`config.mk`:
```
export PLATFORM = sky130hd
export DESIGN_NAME = bsg_halfpod_link_bringup_seq_flat
export DESIGN_NICKNAME = d
export VERILOG_FILES = /design/src/rtl/bsg_halfpod_link_bringup_seq_if.sv /design/src/rtl/bsg_halfpod_link_bringup_seq.sv /design/src/flat_wrapper.sv
export SDC_FILE = /design/constraint.sdc
export NUM_CORES = 1
export LEC_CHECK = 0
export ABC_AREA = 1
export CORE_MARGIN = 5
export CORE_UTILIZATION = 53
export CTS_BUF_LIST = sky130_fd_sc_hd__clkbuf_16
export CTS_CLUSTER_DIAMETER = 80
export CTS_CLUSTER_SIZE = 24
export DETAILED_ROUTE_END_ITERATION = 8
export PLACE_DENSITY = 0.84
export RECOVER_POWER = 50
export SYNTH_ARGS = -nofsm -noshare
export SYNTH_HDL_FRONTEND = slang
export SYNTH_SLANG_ARGS = --single-unit
```
`constraint.sdc`:
```
create_clock -name clk_i -period 4.2 [get_ports clk_i]
set_clock_uncertainty 0.2 [all_clocks]
set_input_delay 0.84 -clock clk_i [delete_from_list [all_inputs] [get_ports clk_i]]
set_output_delay 0.84 -clock clk_i [all_outputs]
set_load 0.01 [all_outputs]
```
`src/rtl/bsg_halfpod_link_bringup_seq_if.sv`:
```
// Control and status bundle of the halfpod link bring-up sequencer.
// The master side (tag-client logic or bench) drives requests and configuration.
// The slave side (the sequencer) drives the SDR reset and disable controls.
// When BSG_HALFPOD_LINK_SEQ_STATUS_EN is defined, phase and abort-count status are added.
interface bsg_halfpod_link_bringup_seq_if #(
    parameter int num_links_p    = 3,
    parameter int hold_width_p   = 8,
    parameter int y_cord_width_p = 7
);
    logic                      start_i;
    logic                      abort_i;
    logic [num_links_p-1:0]    link_en_i;
    logic [hold_width_p-1:0]   hold_cycles_i;
    logic [y_cord_width_p-1:0] global_y_cord_i;

    logic [y_cord_width_p-1:0] global_y_cord_o;
    logic [num_links_p-1:0]    link_disable_o;
    logic [num_links_p-1:0]    token_reset_o;
    logic [num_links_p-1:0]    uplink_reset_o;
    logic [num_links_p-1:0]    downlink_reset_o;
    logic [num_links_p-1:0]    downstream_reset_o;
    logic                      core_reset_o;
    logic                      busy_o;
    logic                      done_o;
`ifdef BSG_HALFPOD_LINK_SEQ_STATUS_EN
    logic [2:0]                phase_o;
    logic [7:0]                abort_count_o;
`endif

    modport master (
        output start_i, abort_i, link_en_i, hold_cycles_i, global_y_cord_i,
        input  global_y_cord_o, link_disable_o, token_reset_o, uplink_reset_o,
               downlink_reset_o, downstream_reset_o, core_reset_o, busy_o, done_o
`ifdef BSG_HALFPOD_LINK_SEQ_STATUS_EN
        , input phase_o, abort_count_o
`endif
    );

    modport slave (
        input  start_i, abort_i, link_en_i, hold_cycles_i, global_y_cord_i,
        output global_y_cord_o, link_disable_o, token_reset_o, uplink_reset_o,
               downlink_reset_o, downstream_reset_o, core_reset_o, busy_o, done_o
`ifdef BSG_HALFPOD_LINK_SEQ_STATUS_EN
        , output phase_o, abort_count_o
`endif
    );
endinterface

```
`src/rtl/bsg_halfpod_link_bringup_seq.sv`:
```
// Ordered, timed reset/bring-up sequencer for the halfpod SDR links.
// Sequence: ENABLE, TOKEN, UPLINK, DOWNLINK, DOWNSTREAM, CORE, each lasting H+1 cycles,
// and then DONE. Only links in the mask latched at start are released.
// All outputs come straight from registers, so no input has a combinational path to an output.
// Optional status outputs (phase, abort count) are built when BSG_HALFPOD_LINK_SEQ_STATUS_EN is defined.
module bsg_halfpod_link_bringup_seq #(
    parameter int num_links_p    = 3,
    parameter int hold_width_p   = 8,
    parameter int y_cord_width_p = 7
) (
    input logic clk_i,
    input logic reset_i,
    bsg_halfpod_link_bringup_seq_if.slave bus
);
    // Encoding doubles as the externally visible phase number.
    typedef enum logic [2:0] {
        IDLE       = 3'd0,
        ENABLE     = 3'd1,
        TOKEN      = 3'd2,
        UPLINK     = 3'd3,
        DOWNLINK   = 3'd4,
        DOWNSTREAM = 3'd5,
        CORE       = 3'd6,
        DONE       = 3'd7
    } state_e;

    localparam logic [hold_width_p-1:0] hold_one_lp = hold_width_p'(1);

    state_e                    state_r, state_s;
    logic [hold_width_p-1:0]   cnt_r, cnt_s;
    logic [hold_width_p-1:0]   hold_r, hold_s;
    logic [num_links_p-1:0]    mask_r, mask_s;
    logic [y_cord_width_p-1:0] y_r, y_s;

    logic [num_links_p-1:0]    link_disable_r, link_disable_s;
    logic [num_links_p-1:0]    token_reset_r, token_reset_s;
    logic [num_links_p-1:0]    uplink_reset_r, uplink_reset_s;
    logic [num_links_p-1:0]    downlink_reset_r, downlink_reset_s;
    logic [num_links_p-1:0]    downstream_reset_r, downstream_reset_s;
    logic                      core_reset_r, core_reset_s;
    logic                      busy_r, busy_s;
    logic                      done_r, done_s;
    logic [2:0]                phase_s;

    // Next-state logic: abort overrides everything; phases advance when the hold counter reads 0.
    always_comb begin
        state_s = state_r;
        cnt_s   = cnt_r;
        hold_s  = hold_r;
        mask_s  = mask_r;
        y_s     = y_r;
        if (bus.abort_i) begin
            state_s = IDLE;
            cnt_s   = '0;
            hold_s  = '0;
            mask_s  = '0;
        end else begin
            case (state_r)
                IDLE: begin
                    if (bus.start_i && (bus.link_en_i != '0)) begin
                        state_s = ENABLE;
                        cnt_s   = bus.hold_cycles_i;
                        hold_s  = bus.hold_cycles_i;
                        mask_s  = bus.link_en_i;
                        y_s     = bus.global_y_cord_i;
                    end else begin
                        state_s = IDLE;
                    end
                end
                ENABLE, TOKEN, UPLINK, DOWNLINK, DOWNSTREAM, CORE: begin
                    if (cnt_r == '0) begin
                        // CORE + 1 is DONE, so a simple increment walks the sequence.
                        state_s = state_e'(state_r + 3'd1);
                        cnt_s   = hold_r;
                    end else begin
                        cnt_s   = cnt_r - hold_one_lp;
                    end
                end
                DONE: begin
                    state_s = DONE;
                end
                default: begin
                    state_s = IDLE;
                end
            endcase
        end
    end

    // Output decode from the next state so that the output registers line up with the state register.
    always_comb begin
        phase_s            = state_s;
        link_disable_s     = (phase_s >= 3'd1) ? ~mask_s : '1;
        token_reset_s      = (phase_s == 3'd2) ?  mask_s : '0;
        uplink_reset_s     = (phase_s >= 3'd3) ? ~mask_s : '1;
        downlink_reset_s   = (phase_s >= 3'd4) ? ~mask_s : '1;
        downstream_reset_s = (phase_s >= 3'd5) ? ~mask_s : '1;
        core_reset_s       = (phase_s < 3'd6);
        busy_s             = (phase_s >= 3'd1) && (phase_s <= 3'd6);
        done_s             = (phase_s == 3'd7);
    end

    // State, latched configuration and output registers.
    always_ff @(posedge clk_i) begin
        if (reset_i) begin
            state_r            <= IDLE;
            cnt_r              <= '0;
            hold_r             <= '0;
            mask_r             <= '0;
            y_r                <= '0;
            link_disable_r     <= '1;
            token_reset_r      <= '0;
            uplink_reset_r     <= '1;
            downlink_reset_r   <= '1;
            downstream_reset_r <= '1;
            core_reset_r       <= 1'b1;
            busy_r             <= 1'b0;
            done_r             <= 1'b0;
        end else begin
            state_r            <= state_s;
            cnt_r              <= cnt_s;
            hold_r             <= hold_s;
            mask_r             <= mask_s;
            y_r                <= y_s;
            link_disable_r     <= link_disable_s;
            token_reset_r      <= token_reset_s;
            uplink_reset_r     <= uplink_reset_s;
            downlink_reset_r   <= downlink_reset_s;
            downstream_reset_r <= downstream_reset_s;
            core_reset_r       <= core_reset_s;
            busy_r             <= busy_s;
            done_r             <= done_s;
        end
    end

    assign bus.global_y_cord_o    = y_r;
    assign bus.link_disable_o     = link_disable_r;
    assign bus.token_reset_o      = token_reset_r;
    assign bus.uplink_reset_o     = uplink_reset_r;
    assign bus.downlink_reset_o   = downlink_reset_r;
    assign bus.downstream_reset_o = downstream_reset_r;
    assign bus.core_reset_o       = core_reset_r;
    assign bus.busy_o             = busy_r;
    assign bus.done_o             = done_r;

`ifdef BSG_HALFPOD_LINK_SEQ_STATUS_EN
    logic [7:0] abort_count_r;

    // Saturating count of aborts that interrupt a running sequence; only reset clears it.
    always_ff @(posedge clk_i) begin
        if (reset_i) begin
            abort_count_r <= 8'd0;
        end else if (bus.abort_i && busy_r && (abort_count_r != 8'd255)) begin
            abort_count_r <= abort_count_r + 8'd1;
        end else begin
            abort_count_r <= abort_count_r;
        end
    end

    assign bus.phase_o       = state_r;
    assign bus.abort_count_o = abort_count_r;
`endif
endmodule

```
`src/flat_wrapper.sv`:
```
// flat-port wrapper written by rule: the top's interface ports become plain ports
module bsg_halfpod_link_bringup_seq_flat 
#(
    parameter int num_links_p    = 3,
    parameter int hold_width_p   = 8,
    parameter int y_cord_width_p = 7
)
  (clk_i, reset_i, bus_start_i, bus_abort_i, bus_link_en_i, bus_hold_cycles_i, bus_global_y_cord_i, bus_global_y_cord_o, bus_link_disable_o, bus_token_reset_o, bus_uplink_reset_o, bus_downlink_reset_o, bus_downstream_reset_o, bus_core_reset_o, bus_busy_o, bus_done_o);
  bsg_halfpod_link_bringup_seq_if #(.num_links_p(num_links_p), .hold_width_p(hold_width_p), .y_cord_width_p(y_cord_width_p)) bus_i ();
  input logic clk_i;
  input logic reset_i;
  input wire logic [$bits(bus_i.start_i)-1:0] bus_start_i;
  input wire logic [$bits(bus_i.abort_i)-1:0] bus_abort_i;
  input wire logic [$bits(bus_i.link_en_i)-1:0] bus_link_en_i;
  input wire logic [$bits(bus_i.hold_cycles_i)-1:0] bus_hold_cycles_i;
  input wire logic [$bits(bus_i.global_y_cord_i)-1:0] bus_global_y_cord_i;
  output wire logic [$bits(bus_i.global_y_cord_o)-1:0] bus_global_y_cord_o;
  output wire logic [$bits(bus_i.link_disable_o)-1:0] bus_link_disable_o;
  output wire logic [$bits(bus_i.token_reset_o)-1:0] bus_token_reset_o;
  output wire logic [$bits(bus_i.uplink_reset_o)-1:0] bus_uplink_reset_o;
  output wire logic [$bits(bus_i.downlink_reset_o)-1:0] bus_downlink_reset_o;
  output wire logic [$bits(bus_i.downstream_reset_o)-1:0] bus_downstream_reset_o;
  output wire logic [$bits(bus_i.core_reset_o)-1:0] bus_core_reset_o;
  output wire logic [$bits(bus_i.busy_o)-1:0] bus_busy_o;
  output wire logic [$bits(bus_i.done_o)-1:0] bus_done_o;
  assign bus_i.start_i = bus_start_i;
  assign bus_i.abort_i = bus_abort_i;
  assign bus_i.link_en_i = bus_link_en_i;
  assign bus_i.hold_cycles_i = bus_hold_cycles_i;
  assign bus_i.global_y_cord_i = bus_global_y_cord_i;
  assign bus_global_y_cord_o = bus_i.global_y_cord_o;
  assign bus_link_disable_o = bus_i.link_disable_o;
  assign bus_token_reset_o = bus_i.token_reset_o;
  assign bus_uplink_reset_o = bus_i.uplink_reset_o;
  assign bus_downlink_reset_o = bus_i.downlink_reset_o;
  assign bus_downstream_reset_o = bus_i.downstream_reset_o;
  assign bus_core_reset_o = bus_i.core_reset_o;
  assign bus_busy_o = bus_i.busy_o;
  assign bus_done_o = bus_i.done_o;
  bsg_halfpod_link_bringup_seq #(.num_links_p(num_links_p), .hold_width_p(hold_width_p), .y_cord_width_p(y_cord_width_p)) u_core (.clk_i(clk_i), .reset_i(reset_i), .bus(bus_i));
endmodule
```
# Yosys cells after proc, flatten, opt, wreduce, memory -nomap -nowiden
# Cells that the tools add are included.
[op_classes]
shift = 0
div = 0
reduce_logical = 16
mul = 0
magnitude_cmp = 6
bitwise = 7
eq_ne = 10
mux = 10
n_addsub = 2
[ops]
columns = ["operator", "n"]
rows = [
  ["8-bit 2-to-1 mux", 2],
  ["8-bit one-hot mux with 2 select lines", 1],
  ["3-bit == test (second input constant)", 5],
  ["3-bit 2-to-1 mux", 5],
  ["2-bit OR reduction", 6],
  ["3-bit by 2-bit == test with 1-bit output (second input constant)", 3],
  ["3-bit one-hot mux with 3 select lines", 1],
  ["8-bit logical NOT", 1],
  ["8-bit by 1-bit subtractor with 8-bit output (second input constant)", 1],
  ["3-bit greater-or-equal comparator (second input constant)", 2],
  ["1-bit inverter", 6],
  ["6-bit OR reduction", 1],
  ["2-bit AND reduction", 2],
  ["3-bit by 1-bit adder with 3-bit output (second input constant)", 1],
  ["3-bit by 1-bit == test with 1-bit output (second input constant)", 1],
  ["3-bit by 1-bit greater-or-equal comparator with 1-bit output (second input constant)", 1],
  ["3-bit by 2-bit greater-or-equal comparator with 1-bit output (second input constant)", 1],
  ["3-bit <= comparator (second input constant)", 1],
  ["3-bit logical NOT", 1],
  ["3-bit < comparator (second input constant)", 1],
  ["3-bit inverter", 1],
  ["3-bit AND reduction", 1],
  ["3-bit nonzero test", 1],
  ["1-bit logical AND", 2],
  ["other kinds (3)", 3],
]
[totals]
register_bits = 47
latch_bits = 0
input_bits = 22
ramBits = 0
output_inout_bits = 25
wordCells = 64
romBits = 0
n_memories = 0

# Depth between registers and ports, before layout
# Gate-level depths: netlist (run 1).
[depth]
word_depth = 8
depth_mapped = 12
mapped_depth_nobuf = 12

# Least setup slack after synthesis (run 1)
# No wires, ideal clock.
[synth_timing]
path_type = "in2reg"
startpoint = "in bus_link_en_i[2]"
endpoint = "reg u_core.link_disable_r[0] (netlist: u_core.bus.link_disable_o[0])"
setup_slack_ns = 2.222
t_arrival_ns = 1.661
stages = 9
required_ns = 3.883
setup_time_ns = 0.117
path_cell_list = "nor2_1 > nand2_1 > nand4_2 > inv_1 > nand2_1 > nand2_1 > nand2_1 > nor2_1 > nand2_1"
[synth_between]
elab_chain_len = 8
elab_cells_between_ends = 12
[synth_rtl]
columns = ["item", "line_no", "text"]
rows = [
  ["start, declared", "flat_wrapper.sv:14", "input wire logic [$bits(bus_i.link_en_i)-1:0] bus_link_en_i;"],
  ["3-bit nonzero test (*)", "bsg_halfpod_link_bringup_seq.sv:60", "if (bus.start_i && (bus.link_en_i != '0)) begin"],
  ["1-bit logical AND (*)", "bsg_halfpod_link_bringup_seq.sv:60", ""],
  ["1-bit 2-to-1 mux", "bsg_halfpod_link_bringup_seq.sv:60", ""],
  ["3-bit one-hot mux with 3 select lines", "bsg_halfpod_link_bringup_seq.sv:58", "case (state_r)"],
  ["3-bit 2-to-1 mux", "bsg_halfpod_link_bringup_seq.sv:52", "if (bus.abort_i) begin"],
  ["3-bit by 1-bit greater-or-equal comparator with 1-bit output", "bsg_halfpod_link_bringup_seq.sv:92", "link_disable_s = (phase_s >= 3'd1) ? ~mask_s : '1;"],
  ["1-bit inverter (no source line)", "n/a", ""],
  ["2-bit OR reduction (no source line)", "n/a", ""],
  ["end signal, assigned", "bsg_halfpod_link_bringup_seq.sv:124", "link_disable_r <= link_disable_s;"],
  ["end, declared", "bsg_halfpod_link_bringup_seq.sv:35", "logic [num_links_p-1:0] link_disable_r, link_disable_s;"],
]
# Every way passes the cells marked *; elsewhere a longest branch is shown, timed or not.
# A chain may end at the register's enable or synchronous reset.

# Final worst setup path (run 1)
[layout_timing]
startpoint = "in bus_link_en_i[1]"
endpoint = "reg u_core.link_disable_r[0] (netlist: u_core.bus.link_disable_o[0])"
# Same word-level chain as after synthesis.

==> results of run 1 <==
cells in the final DEF (no fill, tap or decap), drive strengths merged:
cell | netlist | layout
nand3 | 23 | 23
o211ai | 6 | 6
nand2 | 67 | 67
nor2 | 34 | 34
nand4 | 2 | 2
a21oi | 23 | 23
dfxtp | 47 | 47
clkbuf | 4 | 6
bufinv | 0 | 1
o21ai | 19 | 19
inv | 30 | 30
ha | 6 | 6
dlygate4sd3 | 0 | 27
clkdlybuf4s50 | 0 | 19
xor2 | 4 | 4
clkinvlp | 0 | 1
nor3 | 1 | 1
o22ai | 1 | 1
worst paths after layout:
kind,startpoint,slack [ns],to
setup / recovery,bus_link_en_i[1],0.90,u_core.bus.link_disable_o[0]$_SDFF_PP1_
hold / removal,u_core.hold_r[7]$_SDFFE_PP0P_,0.26,u_core.hold_r[7]$_SDFFE_PP0P_
setup reg to reg,u_core.state_r[1]$_SDFF_PP0_,1.48,u_core.bus.link_disable_o[0]$_SDFF_PP1_
hold reg to reg,u_core.hold_r[7]$_SDFFE_PP0P_,0.26,u_core.hold_r[7]$_SDFFE_PP0P_
cell families after synthesis:
kind of cell	after synthesis	share of synthesized area [%]
fa+ha+maj	6	3.63
xor+xnor	4	1.70
simple gates	127	29.8
flops	47	45.5
buf+inv	36	6.66
compound gates	49	12.7
per-layer routing:
layer  GRT usage [%]  vias up  wire length (um)
met3            4.71        9               321
met1            26.6      860              2200
met5               0        -                 0
met2            36.1       71              2610
met4            6.15        0                77
li1                -      962                 -
power breakdown:
part / switching (mW) / leakage (nW) / internal [mW]
Sequential: 0.00916 / 0.382 / 0.460
Combinational: 0.105 / 0.693 / 0.0634
Clock: 0.157 / 0.0759 / 0.277
final cells by class:
cell class | instances | share of cell area [%]
Multi-Input combinational cell | 186 | 35.6
Timing Repair Buffer | 47 | 17.2
Clock buffer | 5 | 4.63
Clock inverter | 2 | 1.39
Sequential cell | 47 | 34.8
Inverter | 30 | 4.16
Tap cell | 48 | 2.22
sequential cells by signal (all words and copies together), names as in the netlist:
register	flops
u_core.bus.downstream_reset_o	3
u_core.cnt_r	8
u_core.bus.core_reset_o	1
u_core.bus.token_reset_o	3
u_core.bus.link_disable_o	3
u_core.bus.global_y_cord_o	7
u_core.bus.downlink_reset_o	3
u_core.state_r	3
u_core.bus.done_o	1
u_core.mask_r	3
u_core.hold_r	8
u_core.bus.busy_o	1
u_core.bus.uplink_reset_o	3
through the flow:
| stage | hold WS, ns | instance area (um^2) | power, mW |
|---|---|---|---|
| 3_3_place_gp | 0.240 | 2570 | 0.645 |
| 4_1_cts | 0.254 | 2730 | 1.08 |
| 6_report | 0.257 | 2700 | 1.07 |
| 2_1_floorplan | 0.225 | 2070 | 0.589 |
| 3_5_place_dp | 0.245 | 2570 | 0.649 |
| 5_1_grt | 0.277 | 2700 | 1.11 |
worst max-delay path, delay by kind of cell:
family                 cells  cell delay, ns
buffers and inverters      3            1.21
AND/OR/NAND/NOR            7            1.21
==> results.json, run 1 <==
{
  "grt_pass1_wl_um": 8780,
  "numCtsBuffers": 5,
  "die_area_um2": 5250,
  "clk_pin_slew_ns": 0.06,
  "crit_path_start_kind": "input port",
  "hold_path.class": "reg -> reg",
  "power.leakage_nw": 1.15,
  "peakVddDrop_mv": 0.323,
  "synth.most_common_cell": "nand2_1",
  "grt_max_degree": 17,
  "path_max_fanout": 16,
  "clk_latency_ns": 0.28,
  "synth_area_leaders": "dfxtp_1 (46%), nand2_1 (10%), a21oi_1 (5.6%), nor2_1 (5.3%), inv_1 (4.9%)",
  "grt_overflow": 0,
  "fin_crit_ns": 3.30,
  "netlist.top_cell.by_area": "dfxtp_1",
  "relSlewSlack_pct": 57.8,
  "htreeDepth": 2,
  "ys_seq_area_share_pct": 45.5,
  "syn_area_per_cell_um2": 7.68,
  "finalHoldViolations": 0,
  "drc": 0,
  "tightestPinTransition_ns": 0.631,
  "ff_latch_area_um2": 941,
  "crit_slowest_cell": "inv_1",
  "finalWirelength_um": 5210,
  "hold_depth": 2,
  "routedWlPerCell_um": 14.3,
  "viasPerCell": 5.21,
  "diodes": 0,
  "dpl.hpwl_um": 3700,
  "cts_buffer_depth": 2,
  "vias": 1902,
  "first_pass_iters": 5,
  "finalSetupViolCount": 0,
  "io_pins": 47,
  "ys_seq_elements": 47,
  "yosys.cell_types.count": 23,
  "fillCellCount": 296,
  "drive_gt1_share_pct": 7.89,
  "fin_cells": 365,
  "die_h_um": 72.4,
  "root_buffer": "clkbuf_16",
  "track_usage_pct": 21.1,
  "ys_warn_count": 0,
  "synth_ff_type": "dfxtp_1",
  "cts_sinks": 47,
  "min_period_over_period_pct": 78.6,
  "io_buffers": 46,
  "synth_top_area_share_pct": 45.5,
  "status": "finished clean",
  "setup_slack_ns": 0.900,
  "fin_tns_setup_ns": 0,
  "crit_arrival_ns": 3.26,
  "syn_inst": 269,
  "synthesis.nets": 297,
  "nNetsFinal": 345,
  "syn_area_um2": 2070,
  "fmax_mhz": 303,
  "synth-async-reset-ratio_pct": 0,
  "setup.worst_path.class": "in -> reg",
  "place.gp.congestion": 0.889,
  "path_cells": "dlygate4sd3_1 -> inv_1 -> nand2_1 -> nand4_1 -> inv_1 -> nand2_1 -> nand2_1 -> nand2_1 -> nor2_1 -> nand2_1",
  "antenna_found_initial": 0,
  "drtAntennaViolNets": 0,
  "drv_slew": 0,
  "cts_setup_buffers": 0,
  "dp_cells": 358,
  "netlist_top_cells_count": "nand2_1 (57), dfxtp_1 (47), nor2_1 (29)",
  "synth_edf_count": 0,
  "maxCapViolCount": 0,
  "final_util_pct": 72.8,
  "end_kind": "flop",
  "multi_input_area_um2": 963,
  "cts_resized": 0,
  "slowest_delay_ns": 0.59,
  "cp_common_cell": "nand2_1",
  "start_util_pct": 55.6,
  "r2r_cells": 9,
  "drt_iter0_drc": 121,
  "dp_slack_ns": 1.01,
  "power_density_nw_per_um2": 397,
  "die_w_um": 72.4,
  "cts-hold-fix-buffers": 0,
  "core_area_um2": 3720,
  "grt_pass1_vias": 1927,
  "std_cell_rows": 22,
  "critPathRequiredTime_ns": 4.16,
  "cts_tree": "done",
  "syn2layout_area_growth_pct": 30.9,
  "rsz0062_at_grt": "false"
}
No activity file was read; power rests on OpenSTA's default activity.
==> run 2: changes to the inputs <==
--- a/config.mk
+++ b/config.mk
@@ -7,12 +7,12 @@
 export LEC_CHECK = 0
 export ABC_AREA = 1
 export CORE_MARGIN = 5
-export CORE_UTILIZATION = 53
+export CORE_UTILIZATION = 49
 export CTS_BUF_LIST = sky130_fd_sc_hd__clkbuf_16
 export CTS_CLUSTER_DIAMETER = 80
 export CTS_CLUSTER_SIZE = 24
 export DETAILED_ROUTE_END_ITERATION = 8
-export PLACE_DENSITY = 0.84
+export PLACE_DENSITY = 0.78
 export RECOVER_POWER = 50
 export SYNTH_ARGS = -nofsm -noshare
 export SYNTH_HDL_FRONTEND = slang
==> constraint.sdc (replaced) <==
create_clock -name clk_i -period 3.1 [get_ports clk_i]
set_clock_uncertainty 0.2 [all_clocks]
set_input_delay 0.62 -clock clk_i [delete_from_list [all_inputs] [get_ports clk_i]]
set_output_delay 0.62 -clock clk_i [all_outputs]
set_load 0.01 [all_outputs]
==> results.json, run 2 (same netlist as run 1, synthesis figures left out) <==
{
  "drive_gt1_share_pct": 9.06,
  "cts_buffer_depth": 2,
  "die_w_um": 74.9,
  "slowest_delay_ns": 0.56,
  "layout_common_cells": "nand2_1 (58), dfxtp_1 (47), nor2_1 (29), inv_1 (27), dlygate4sd3_1 (26)",
  "first_pass_iters": 4,
  "syn2layout_area_growth_pct": 31.4,
  "maxCapViolCount": 0,
  "die_h_um": 74.9,
  "dp_slack_ns": 0.695,
  "fin_cells": 370,
  "nNetsFinal": 348,
  "peakVddDrop_mv": 0.389,
  "drt_iter0_drc": 121,
  "cp_common_cell": "nand2_1",
  "drv_slew": 0,
  "root_buffer": "clkbuf_16",
  "final_util_pct": 66.9,
  "dp_cells": 363,
  "relSlewSlack_pct": 61.1,
  "tightestPinTransition_ns": 0.583,
  "vias": 1906,
  "cts_resized": 0,
  "layout_commonest_cell": "nand2_1",
  "power_density_nw_per_um2": 510,
  "io_pins": 47,
  "grt_pass1_vias": 1789,
  "hold_path.class": "reg -> reg",
  "finalSetupViolCount": 0,
  "grt_pass1_wl_um": 8110,
  "clk_pin_slew_ns": 0.06,
  "cts_sinks": 47,
  "min_period_over_period_pct": 79.9,
  "routedWlPerCell_um": 13.3,
  "diodes": 0,
  "rsz0062_at_grt": "false",
  "place.gp.congestion": 0.868,
  "fillCellCount": 354,
  "std_cell_rows": 23,
  "cts_setup_buffers": 0,
  "power.leakage_nw": 1.17,
  "drc": 0,
  "path_cells": "dlygate4sd3_1 -> inv_1 -> nand2_1 -> nand4_1 -> inv_1 -> clkbuf_1 -> nand2_1 -> nand2_1 -> a21oi_1",
  "critPathRequiredTime_ns": 3.07,
  "finalHoldViolations": 0,
  "crit_path_start_kind": "input port",
  "grt_max_degree": 17,
  "cts-hold-fix-buffers": 0,
  "fin_crit_ns": 2.48,
  "crit_slowest_cell": "dlygate4sd3_1",
  "setup.worst_path.class": "in -> reg",
  "finalWirelength_um": 4920,
  "die_area_um2": 5610,
  "ff_latch_area_um2": 941,
  "end_kind": "flop",
  "grt_overflow": 0,
  "clk_latency_ns": 0.28,
  "fin_tns_setup_ns": 0,
  "numCtsBuffers": 5,
  "path_max_fanout": 13,
  "start_util_pct": 50.9,
  "track_usage_pct": 18.8,
  "status": "finished clean",
  "io_buffers": 46,
  "core_area_um2": 4060,
  "cts_tree": "done",
  "setup_slack_ns": 0.623,
  "antenna_found_initial": 0,
  "multi_input_area_um2": 973,
  "drtAntennaViolNets": 0,
  "crit_arrival_ns": 2.45,
  "fmax_mhz": 404,
  "htreeDepth": 2,
  "dpl.hpwl_um": 3670,
  "viasPerCell": 5.15
}
## run 2: routing by layer
layer / track usage [%] / routed length (um)
met5: 0 / 0
met4: 5.34 / 64
met3: 3.60 / 194
met2: 32.0 / 2470
met1: 24.1 / 2190
## run 2: report_power, final
part	switching, mW	internal [mW]	leakage, nW
clock	0.223	0.294	0.0677
sequential	0.0126	0.623	0.382
combinational	0.140	0.0901	0.717
## run 2: final timing paths
check | end | slack, ns | from | cells past startpoint
setup / recovery | u_core.bus.global_y_cord_o[1]$_SDFFE_PP0P_ | 0.62 | bus_link_en_i[1] | 9
hold / removal | u_core.hold_r[3]$_SDFFE_PP0P_ | 0.25 | u_core.hold_r[3]$_SDFFE_PP0P_ | 2
setup reg to reg | u_core.cnt_r[0]$_SDFFE_PP0P_ | 0.80 | u_core.state_r[0]$_SDFF_PP0_ | 10
hold reg to reg | u_core.hold_r[3]$_SDFFE_PP0P_ | 0.25 | u_core.hold_r[3]$_SDFFE_PP0P_ | 2
## run 2: area by class of cell
| cell class | instances | area share, % |
|---|---|---|
| tap | 50 | 2.31 |
| clock buffer | 5 | 4.61 |
| multi-input combinational | 186 | 35.9 |
| timing repair buffer | 50 | 17.9 |
| sequential | 47 | 34.7 |
| clock inverter | 2 | 0.461 |
| inverter | 30 | 4.15 |
## run 2: stage by stage
stage | hold WS [ns] | total power, mW | instance area, um^2
floorplan | 0.225 | 0.798 | 2070
global placement | 0.241 | 0.879 | 2590
detailed placement | 0.243 | 0.882 | 2590
CTS | 0.249 | 1.39 | 2730
global route | 0.273 | 1.44 | 2710
finish | 0.248 | 1.38 | 2710
## run 2: critical path, delay by kind of cell
kind / cells / cell delay (ns)
AND/OR/NAND/NOR: 4 / 0.59
AO/OA/AOI/OAI: 1 / 0.07
buffers and inverters: 4 / 1.17
